===== src/rtl/mbist_march_ctrl.sv =====
// Purpose : March C- memory BIST controller that drives write_read/address/wdata, checks rdata and logs the first failure plus a saturating failure count.
// Latency : first op one cycle after start; each read is checked two cycles after issue; done follows the last op after a 2-cycle drain.
// Backpressure: none. The sequence runs at one op per cycle, and start is ignored while busy.
// Ports   : clk/rst_n (sync, active-low) | start | write_read, address, wdata -> memory | rdata <- memory
//           busy, done | fail, fail_elem, fail_addr, fail_data, fail_cnt (first-failure log + count)
module mbist_march_ctrl #(
  parameter int                    DATA_WIDTH = 8,
  parameter int                    ADDR_WIDTH = 4,
  parameter int                    CAPACITY   = 16,
  parameter logic [DATA_WIDTH-1:0] DATA_BG    = '0,
  parameter int                    CNT_WIDTH  = 8
) (
  input  logic                  clk,
  input  logic                  rst_n,
  input  logic                  start,
  output logic                  write_read,
  output logic [ADDR_WIDTH-1:0] address,
  output logic [DATA_WIDTH-1:0] wdata,
  input  logic [DATA_WIDTH-1:0] rdata,
  output logic                  busy,
  output logic                  done,
  output logic                  fail,
  output logic [2:0]            fail_elem,
  output logic [ADDR_WIDTH-1:0] fail_addr,
  output logic [DATA_WIDTH-1:0] fail_data,
  output logic [CNT_WIDTH-1:0]  fail_cnt
);

  localparam logic [ADDR_WIDTH-1:0] LAST_ADDR = ADDR_WIDTH'(CAPACITY - 1);
  localparam logic [DATA_WIDTH-1:0] BG0       = DATA_BG;
  localparam logic [DATA_WIDTH-1:0] BG1       = ~DATA_BG;
  localparam logic [CNT_WIDTH-1:0]  CNT_MAX   = {CNT_WIDTH{1'b1}};

  typedef enum logic [1:0] {S_IDLE, S_RUN, S_DRAIN, S_DONE} state_t;

  state_t                 state_q, state_d;
  logic [2:0]             elem_q, elem_d;
  logic [ADDR_WIDTH-1:0]  addr_q, addr_d;
  logic                   phase_q, phase_d;     // 0 = first op at this address, 1 = second
  logic                   drain_q, drain_d;
  logic [DATA_WIDTH-1:0]  wdata_q, wdata_d;

  // Two-stage check pipeline that travels alongside each read
  logic                   p1_vld_q, p1_vld_d, p2_vld_q, p2_vld_d;
  logic [DATA_WIDTH-1:0]  p1_exp_q, p1_exp_d, p2_exp_q, p2_exp_d;
  logic [2:0]             p1_elem_q, p1_elem_d, p2_elem_q, p2_elem_d;
  logic [ADDR_WIDTH-1:0]  p1_addr_q, p1_addr_d, p2_addr_q, p2_addr_d;

  logic                   fail_q, fail_d;
  logic [2:0]             fail_elem_q, fail_elem_d;
  logic [ADDR_WIDTH-1:0]  fail_addr_q, fail_addr_d;
  logic [DATA_WIDTH-1:0]  fail_data_q, fail_data_d;
  logic [CNT_WIDTH-1:0]   fail_cnt_q, fail_cnt_d;

  logic                   elem_down, two_op, last_addr, op_write, mis;
  logic [DATA_WIDTH-1:0]  elem_wdat, elem_exp;

  always_comb begin
    // M3/M4 walk downward; M1..M4 do a read then a write at each address
    elem_down = (elem_q == 3'd3) || (elem_q == 3'd4);
    two_op    = (elem_q != 3'd0) && (elem_q != 3'd5);
    last_addr = elem_down ? (addr_q == '0) : (addr_q == LAST_ADDR);
    op_write  = (elem_q == 3'd0) || phase_q;
    elem_wdat = ((elem_q == 3'd1) || (elem_q == 3'd3)) ? BG1 : BG0;
    elem_exp  = ((elem_q == 3'd2) || (elem_q == 3'd4)) ? BG1 : BG0;
    mis       = p2_vld_q && (rdata != p2_exp_q);
  end

  always_comb begin
    state_d     = state_q;
    elem_d      = elem_q;
    addr_d      = addr_q;
    phase_d     = phase_q;
    drain_d     = drain_q;
    wdata_d     = wdata_q;
    write_read  = 1'b0;
    address     = '0;
    busy        = 1'b0;
    done        = 1'b0;
    p1_vld_d    = 1'b0;
    p1_exp_d    = elem_exp;
    p1_elem_d   = elem_q;
    p1_addr_d   = addr_q;
    p2_vld_d    = p1_vld_q;
    p2_exp_d    = p1_exp_q;
    p2_elem_d   = p1_elem_q;
    p2_addr_d   = p1_addr_q;
    fail_d      = fail_q;
    fail_elem_d = fail_elem_q;
    fail_addr_d = fail_addr_q;
    fail_data_d = fail_data_q;
    fail_cnt_d  = fail_cnt_q;

    if (mis) begin
      fail_d = 1'b1;
      if (fail_cnt_q != CNT_MAX) fail_cnt_d = fail_cnt_q + CNT_WIDTH'(1);
      if (!fail_q) begin
        fail_elem_d = p2_elem_q;
        fail_addr_d = p2_addr_q;
        fail_data_d = rdata ^ p2_exp_q;
      end
    end

    case (state_q)
      S_IDLE, S_DONE: begin
        done    = (state_q == S_DONE);
        wdata_d = BG0;   // first M0 write uses the background
        if (start) begin
          state_d     = S_RUN;
          elem_d      = '0;
          addr_d      = '0;
          phase_d     = 1'b0;
          fail_d      = 1'b0;
          fail_elem_d = '0;
          fail_addr_d = '0;
          fail_data_d = '0;
          fail_cnt_d  = '0;
        end
      end
      S_RUN: begin
        busy       = 1'b1;
        write_read = op_write;
        address    = addr_q;
        p1_vld_d   = !op_write;
        drain_d    = 1'b0;
        // wdata presents the data of the next op when it is a write,
        // otherwise it holds its current value.
        if (two_op && !phase_q) begin
          phase_d = 1'b1;
          wdata_d = elem_wdat;
        end else begin
          phase_d = 1'b0;
          if (!last_addr) begin
            addr_d = elem_down ? (addr_q - ADDR_WIDTH'(1)) : (addr_q + ADDR_WIDTH'(1));
            if (elem_q == 3'd0) wdata_d = BG0;
          end else if (elem_q == 3'd5) begin
            state_d = S_DRAIN;
          end else begin
            // Every element starts with a read, so wdata holds here
            elem_d = elem_q + 3'd1;
            addr_d = ((elem_q == 3'd2) || (elem_q == 3'd3)) ? LAST_ADDR : '0;
          end
        end
      end
      S_DRAIN: begin
        busy    = 1'b1;
        drain_d = 1'b1;
        if (drain_q) state_d = S_DONE;
      end
      default: state_d = S_IDLE;
    endcase
  end

  always_ff @(posedge clk) begin
    if (!rst_n) begin
      state_q     <= S_IDLE;
      elem_q      <= '0;
      addr_q      <= '0;
      phase_q     <= 1'b0;
      drain_q     <= 1'b0;
      wdata_q     <= BG0;
      p1_vld_q    <= 1'b0;
      p1_exp_q    <= '0;
      p1_elem_q   <= '0;
      p1_addr_q   <= '0;
      p2_vld_q    <= 1'b0;
      p2_exp_q    <= '0;
      p2_elem_q   <= '0;
      p2_addr_q   <= '0;
      fail_q      <= 1'b0;
      fail_elem_q <= '0;
      fail_addr_q <= '0;
      fail_data_q <= '0;
      fail_cnt_q  <= '0;
    end else begin
      state_q     <= state_d;
      elem_q      <= elem_d;
      addr_q      <= addr_d;
      phase_q     <= phase_d;
      drain_q     <= drain_d;
      wdata_q     <= wdata_d;
      p1_vld_q    <= p1_vld_d;
      p1_exp_q    <= p1_exp_d;
      p1_elem_q   <= p1_elem_d;
      p1_addr_q   <= p1_addr_d;
      p2_vld_q    <= p2_vld_d;
      p2_exp_q    <= p2_exp_d;
      p2_elem_q   <= p2_elem_d;
      p2_addr_q   <= p2_addr_d;
      fail_q      <= fail_d;
      fail_elem_q <= fail_elem_d;
      fail_addr_q <= fail_addr_d;
      fail_data_q <= fail_data_d;
      fail_cnt_q  <= fail_cnt_d;
    end
  end

  assign wdata     = wdata_d;
  assign fail      = fail_q;
  assign fail_elem = fail_elem_q;
  assign fail_addr = fail_addr_q;
  assign fail_data = fail_data_q;
  assign fail_cnt  = fail_cnt_q;

endmodule


===== config.mk =====
export PLATFORM = sky130hd
export DESIGN_NAME = mbist_march_ctrl
export DESIGN_NICKNAME = d
export VERILOG_FILES = /design/src/rtl/mbist_march_ctrl.sv
export SDC_FILE = /design/constraint.sdc
export NUM_CORES = 1
export LEC_CHECK = 0
export BUFFER_PORTS_ARGS = -buffer_cell sky130_fd_sc_hd__buf_2
export CAP_MARGIN = 20
export CORE_MARGIN = 4
export CORE_UTILIZATION = 41
export CTS_CLUSTER_DIAMETER = 100
export CTS_CLUSTER_SIZE = 30
export DETAILED_ROUTE_END_ITERATION = 8
export PLACE_DENSITY = 0.61
export SLEW_MARGIN = 15
export SYNTH_ARGS = -nofsm -noshare
export SYNTH_HDL_FRONTEND = slang
export SYNTH_SLANG_ARGS = --single-unit

===== constraint.sdc =====
create_clock -name clk -period 5.3 [get_ports clk]
set_input_delay 0.265 -clock clk [delete_from_list [all_inputs] [get_ports clk]]
set_output_delay 0.265 -clock clk [all_outputs]
set_load 0.05 [all_outputs]

**Word level (Yosys, flattened, before mapping)**

Cells that the tools add are included.

- Input bits: 11
- Flip-flop bits (word level): 75
- Output and inout port bits: 39
- Word-level logic and storage cells: 118

- Equal/unequal tests: 19
- Mux-type cells: 52
- Reductions and logical operators: 23
- Add/sub/neg operators: 4
- Bitwise logic cells: 1

Operator list:

| cell | count |
|---|---|
| 2-to-1 mux 8 bit | 13 |
| 2-to-1 mux 4 bit | 11 |
| 2-to-1 mux 3 bit | 8 |
| one-hot mux 8 bit (2 select lines) | 1 |
| inequality test 2 bit (second input constant) | 6 |
| 2-to-1 mux 2 bit | 5 |
| AND reduction 5 bit | 2 |
| 2-to-1 mux 1 bit | 9 |
| adder 8 x 1 -> 8 bit (second input constant) | 1 |
| inequality test 8 bit | 1 |
| inequality test 8 bit (second input constant) | 1 |
| one-hot mux 4 bit (2 select lines) | 1 |
| bitwise XOR 8 bit | 1 |
| == test 3 x 2 -> 1 bit (second input constant) | 2 |
| == test 3 bit (second input constant) | 2 |
| inequality test 3 bit (second input constant) | 2 |
| one-hot mux 2 bit (3 select lines) | 1 |
| one-hot mux 3 bit (2 select lines) | 1 |
| logical OR 1 bit | 5 |
| adder 4 x 1 -> 4 bit (second input constant) | 1 |
| == test 2 bit (second input constant) | 2 |
| == test 4 bit (second input constant) | 1 |
| logical NOT 4 bit | 1 |
| one-hot mux 1 bit (2 select lines) | 2 |
| 13 further kinds | 19 |

**Longest topological paths before layout**

- Depth in word-level cells: 7
- Depth in mapped cells: 9
- Mapped depth without buffers: 9

**Least setup slack after synthesis**

OpenSTA, ideal clock, no wires.

- Path type: register to output
- Start point: reg state_q[1]
- End point: out wdata[0]
- Arrival: 1.858 ns
- Buffers on the path: 2
- Cell stages (with the launch flop): 9
- Path slack: 3.177 ns
- Cells stage by stage: dfxtp_1 inv_1 ha_1 clkbuf_1 nor2b_1 o41a_1 and3_1 buf_2 a21o_1

- Word-level cells in the longest chain between the ends: 3
- Elaborated cells on any way between the ends: 5

Ends and longest elaborated chain:

| element | line | RTL |
|---|---|---|
| start, declared | 36 | `state_t state_q, state_d;` |
| start signal, assigned | 176 | `state_q <= state_d;` |
| == test 2 bit or logical NOT 2 bit (tied branches) | 104 | `case (state_q)` |
| OR reduction 2 bit | 104 |  |
| one-hot mux 8 bit (2 select lines) (*) | 104 |  |
| end, declared | 18 | `output logic [DATA_WIDTH-1:0] wdata,` |

Every way passes the cells marked *; elsewhere a longest branch is shown, timed or not.

**Final worst setup path**

- Start point: reg elem_q[0]
- End point: out wdata[3]

- Word-level cells in the longest chain between the ends: 6
- Elaborated cells on any way between the ends: 16

Ends and longest elaborated chain:

| element | line | RTL |
|---|---|---|
| start, declared | 37 | `logic [2:0] elem_q, elem_d;` |
| start signal, assigned | 177 | `elem_q <= elem_d;` |
| == test 3 x 2 -> 1 bit or == test 3 bit (tied branches) | 60, 64 |  |
| logical OR 1 bit | 60 | `elem_down = (elem_q == 3'd3) \|\| (elem_q == 3'd4);` |
| 2-to-1 mux 1 bit | 62 | `last_addr = elem_down ? (addr_q == '0) : (addr_q == LAST_ADDR);` |
| 2-to-1 mux 8 bit | 133 | `if (!last_addr) begin` |
| 2-to-1 mux 8 bit (*) | 128 | `if (two_op && !phase_q) begin` |
| one-hot mux 8 bit (2 select lines) (*) | 104 |  |

Marks and branches as above.

==> flow_summary.yaml <==
layout:
  num-nets-final: 386
  antenna_cells: 0
  final_area_um2: 3329
  drive_above_1_share_pct: 20.49
  regArea_um2: 1221
  fin_cells: 443
  nFillCells: 628
  area_growth_pct: 17.85
  multi_input_area_um2: 1466
  final_util_pct: 50.98
yosys:
  yosys_warnings: 0
  synth_cell_types: 45
  synthTopCellsByCount: "61 x dfxtp_1, 34 x nand2_1, 23 x o21ai_0, 21 x nor2_1"
  syn_inst: 315
  synth_top_area_cell: "dfxtp_1"
  synth_area_per_cell_um2: 8.969
  synth.yosys.seq_area_share_pct: 43.22
  syn_nets: 340
  synthesis.area_um2: 2825
  yosysMostFrequentCell: "dfxtp_1"
  yosysTopAreaCellShare_pct: 43.22
  yosys_most_used_dff: "dfxtp_1"
  synthTopCellsByArea: "dfxtp_1 43%, ha_1 5.8%, nand2_1 4.5%, o21ai_0 4.1%, and2_1 4.0%"
  ys_ff_latch: 61
  synth_edf_count: 0
  ys_async_sr_fraction_pct: 0
worst_setup_path:
  path_cells: "inv_1 -> ha_1 -> mux2_4 -> mux2i_1 -> nand2_1 -> a21o_1 -> a21o_1 -> buf_2"
  arrival_ns: 2.39
  critical-path-top-delay-family: "multiplexers"
  startpoint_type: "register"
  critPathMaxFanout: 8
  cp_slowest_cell: "dfxtp_1"
  crit_path_max_incr_delay_ns: 0.40
  cp_num_buf_inv: 2
  endpoint_kind: "primary output"
  cp.required_ns: 5.04
  cpMostUsedCell: "a21o_1"
  path_class: "reg -> out"
floorplanning:
  initial_utilization_pct: 43.26
  die_w_um: 91.01
  dieArea_um2: 8283
  num_rows: 29
  ioPinCount: 50
  die_h_um: 91.01
  core_area_um2: 6531
route:
  ant_nets: 0
  vias_per_cell: 5.061
  firstDrtPassIters: 4
  drt_wl_total_mm: 5.725
  remaining_drc_errors: 0
  drt-initial-drc-count: 66
  detail_route.wl_per_cell_um: 12.92
  route.vias.total: 2242
clock_tree:
  cts_setup_buffers: 0
  clock_sinks: 61
  cts_made_buffers: 9
  clockRootBuffer: "clkbuf_8"
  clock_latency_ns: 0.34
  htree_levels: 3
  clk_pin_slew_ns: 0.07
  ctsHoldBuffers: 0
  clock_path_buffers: 2
  cts-resized-gates: 0
  cts_tree: "done"
placed_design:
  gp_congestion: 0.8494
  postPlaceCellArea_um2: 3104
  placed_cells: 427
  dp_hpwl_mm: 4.052
  port-buffer-count: 49
  pre_cts_slack_ns: 2.957
sta:
  worstMarginPinSlew_ns: 0.5778
  slew_viol_final: 0
  fmax_mhz: 376.9
  setup_ws_ns: 2.647
  finalHoldViolations: 0
  skew_ns: 0.01248
  fin_crit_sh_pct: 50.06
  fin_crit_ns: 2.653
  rsz0062_at_grt: "false"
  setup_violations: 0
  tns_ns: 0
  slew_headroom_pct: 61.39
global_routing:
  grt_pass1_vias: 2065
  gr-usage-met2_pct: 22.75
  grt-ovfl-total: 0
  antenna_found_initial: 0
  met3_usage_pct: 4.793
  grt_busiest_layer: "met2"
  grt_pass1_wl_mm: 9.660
  globalRouteTotalUtil_pct: 14.32
  met1_usage_pct: 17.96
  grt_max_degree: 38
min_path:
  hp-class: "in -> reg"
power_and_ir_drop:
  p_per_area_nw_per_um2: 395.5
  ir_drop_mv: 0.2986
  leakagePower_nw: 1.476
run:
  drv_cap: 0
run_status:
  status: "finished clean"
[layout by cell type (no fill, tap or decap), drive strengths merged, types with 2 or more instances in the layout]
cell / count
mux2: 3
nand2: 34
o21ai: 24
nand4: 2
o22ai: 2
and3: 2
mux2i: 11
and2: 18
or3: 2
buf: 50
a31oi: 2
o211ai: 2
nand3: 13
inv: 18
o31ai: 4
nor2b: 6
ha: 13
xnor2: 9
nor2: 21
bufinv: 2
a21oi: 14
nand2b: 2
a211oi: 10
or4: 3
dfxtp: 61
nor3: 2
a21o: 10
clkbuf: 12
clkinv: 2
[through the flow]
step                total power, mW  hold WS, ns
floorplan                    0.7895       0.4119
global placement             0.8582       0.4136
detailed placement           0.8609       0.4181
CTS                           1.333       0.2450
global route                  1.394       0.2661
finish                        1.317       0.2628
[sequential cells by signal, indices dropped and copies added, names as in the netlist]
| signal | cells |
|---|---|
| fail_cnt | 8 |
| fail_data | 8 |
| wdata_q | 8 |
| addr_q | 4 |
| fail_addr | 4 |
| p1_addr_q | 4 |
| p2_addr_q | 4 |
| elem_q | 3 |
| fail_elem | 3 |
| p1_elem_q | 3 |
| p2_elem_q | 3 |
| state_q | 2 |
| drain_q | 1 |
| fail | 1 |
| p1_exp_q | 1 |
| p1_vld_q | 1 |
| p2_exp_q | 1 |
| p2_vld_q | 1 |
| phase_q | 1 |
[path summary, 6_finish.rpt]
| kind | from | to | slack [ns] | cells after the start |
|---|---|---|---|---|
| min | rdata[4] | fail_data[4] | 0.26 | 3 |
| max | elem_q[0] | wdata[3] | 2.65 | 8 |
| min reg2reg | p1_elem_q[0] | p2_elem_q[0] | 0.43 | 1 |
| max reg2reg | elem_q[0] | addr_q[3] | 3.03 | 9 |
[worst min-delay path, stage by stage]
cell and delay (ns):
buf_2 0.11, xnor2_1 0.11, a211oi_1 0.06
[kinds of logic (layout without fill, tap and decap cells)]
logic type / count (synthesis) / count (layout) / share of synthesized area [%]
xor+xnor: 10 / 10 / 3.100
buf+inv: 33 / 84 / 5.048
mux: 14 / 14 / 5.492
compound gates: 73 / 73 / 17.05
fa+ha+maj: 14 / 14 / 6.466
simple gates: 110 / 110 / 19.62
flops: 61 / 61 / 43.22
[power by group]
group / switching [mW] / internal, mW / total [mW]
clock network: 0.179 / 0.289 / 0.468
logic: 0.240 / 0.109 / 0.349
registers: 0.0202 / 0.480 / 0.500
total: 0.439 / 0.878 / 1.32
[area by class of cell]
| class | instances | share of cell area [%] |
|---|---|---|
| repair buffers | 50 | 7.591 |
| clock buffers | 12 | 4.660 |
| clock inverters | 4 | 2.104 |
| flip-flops and latches | 61 | 36.68 |
| inverters | 18 | 2.029 |
| well taps | 77 | 2.894 |
| multi-input cells | 221 | 44.04 |
[layer usage]
layer	share of wire, %	routed length, µm
met5	0	0
met4	1.5	85
met3	4.3	246
met2	46	2638
met1	48	2755
Power figures use the tool's default switching activity.
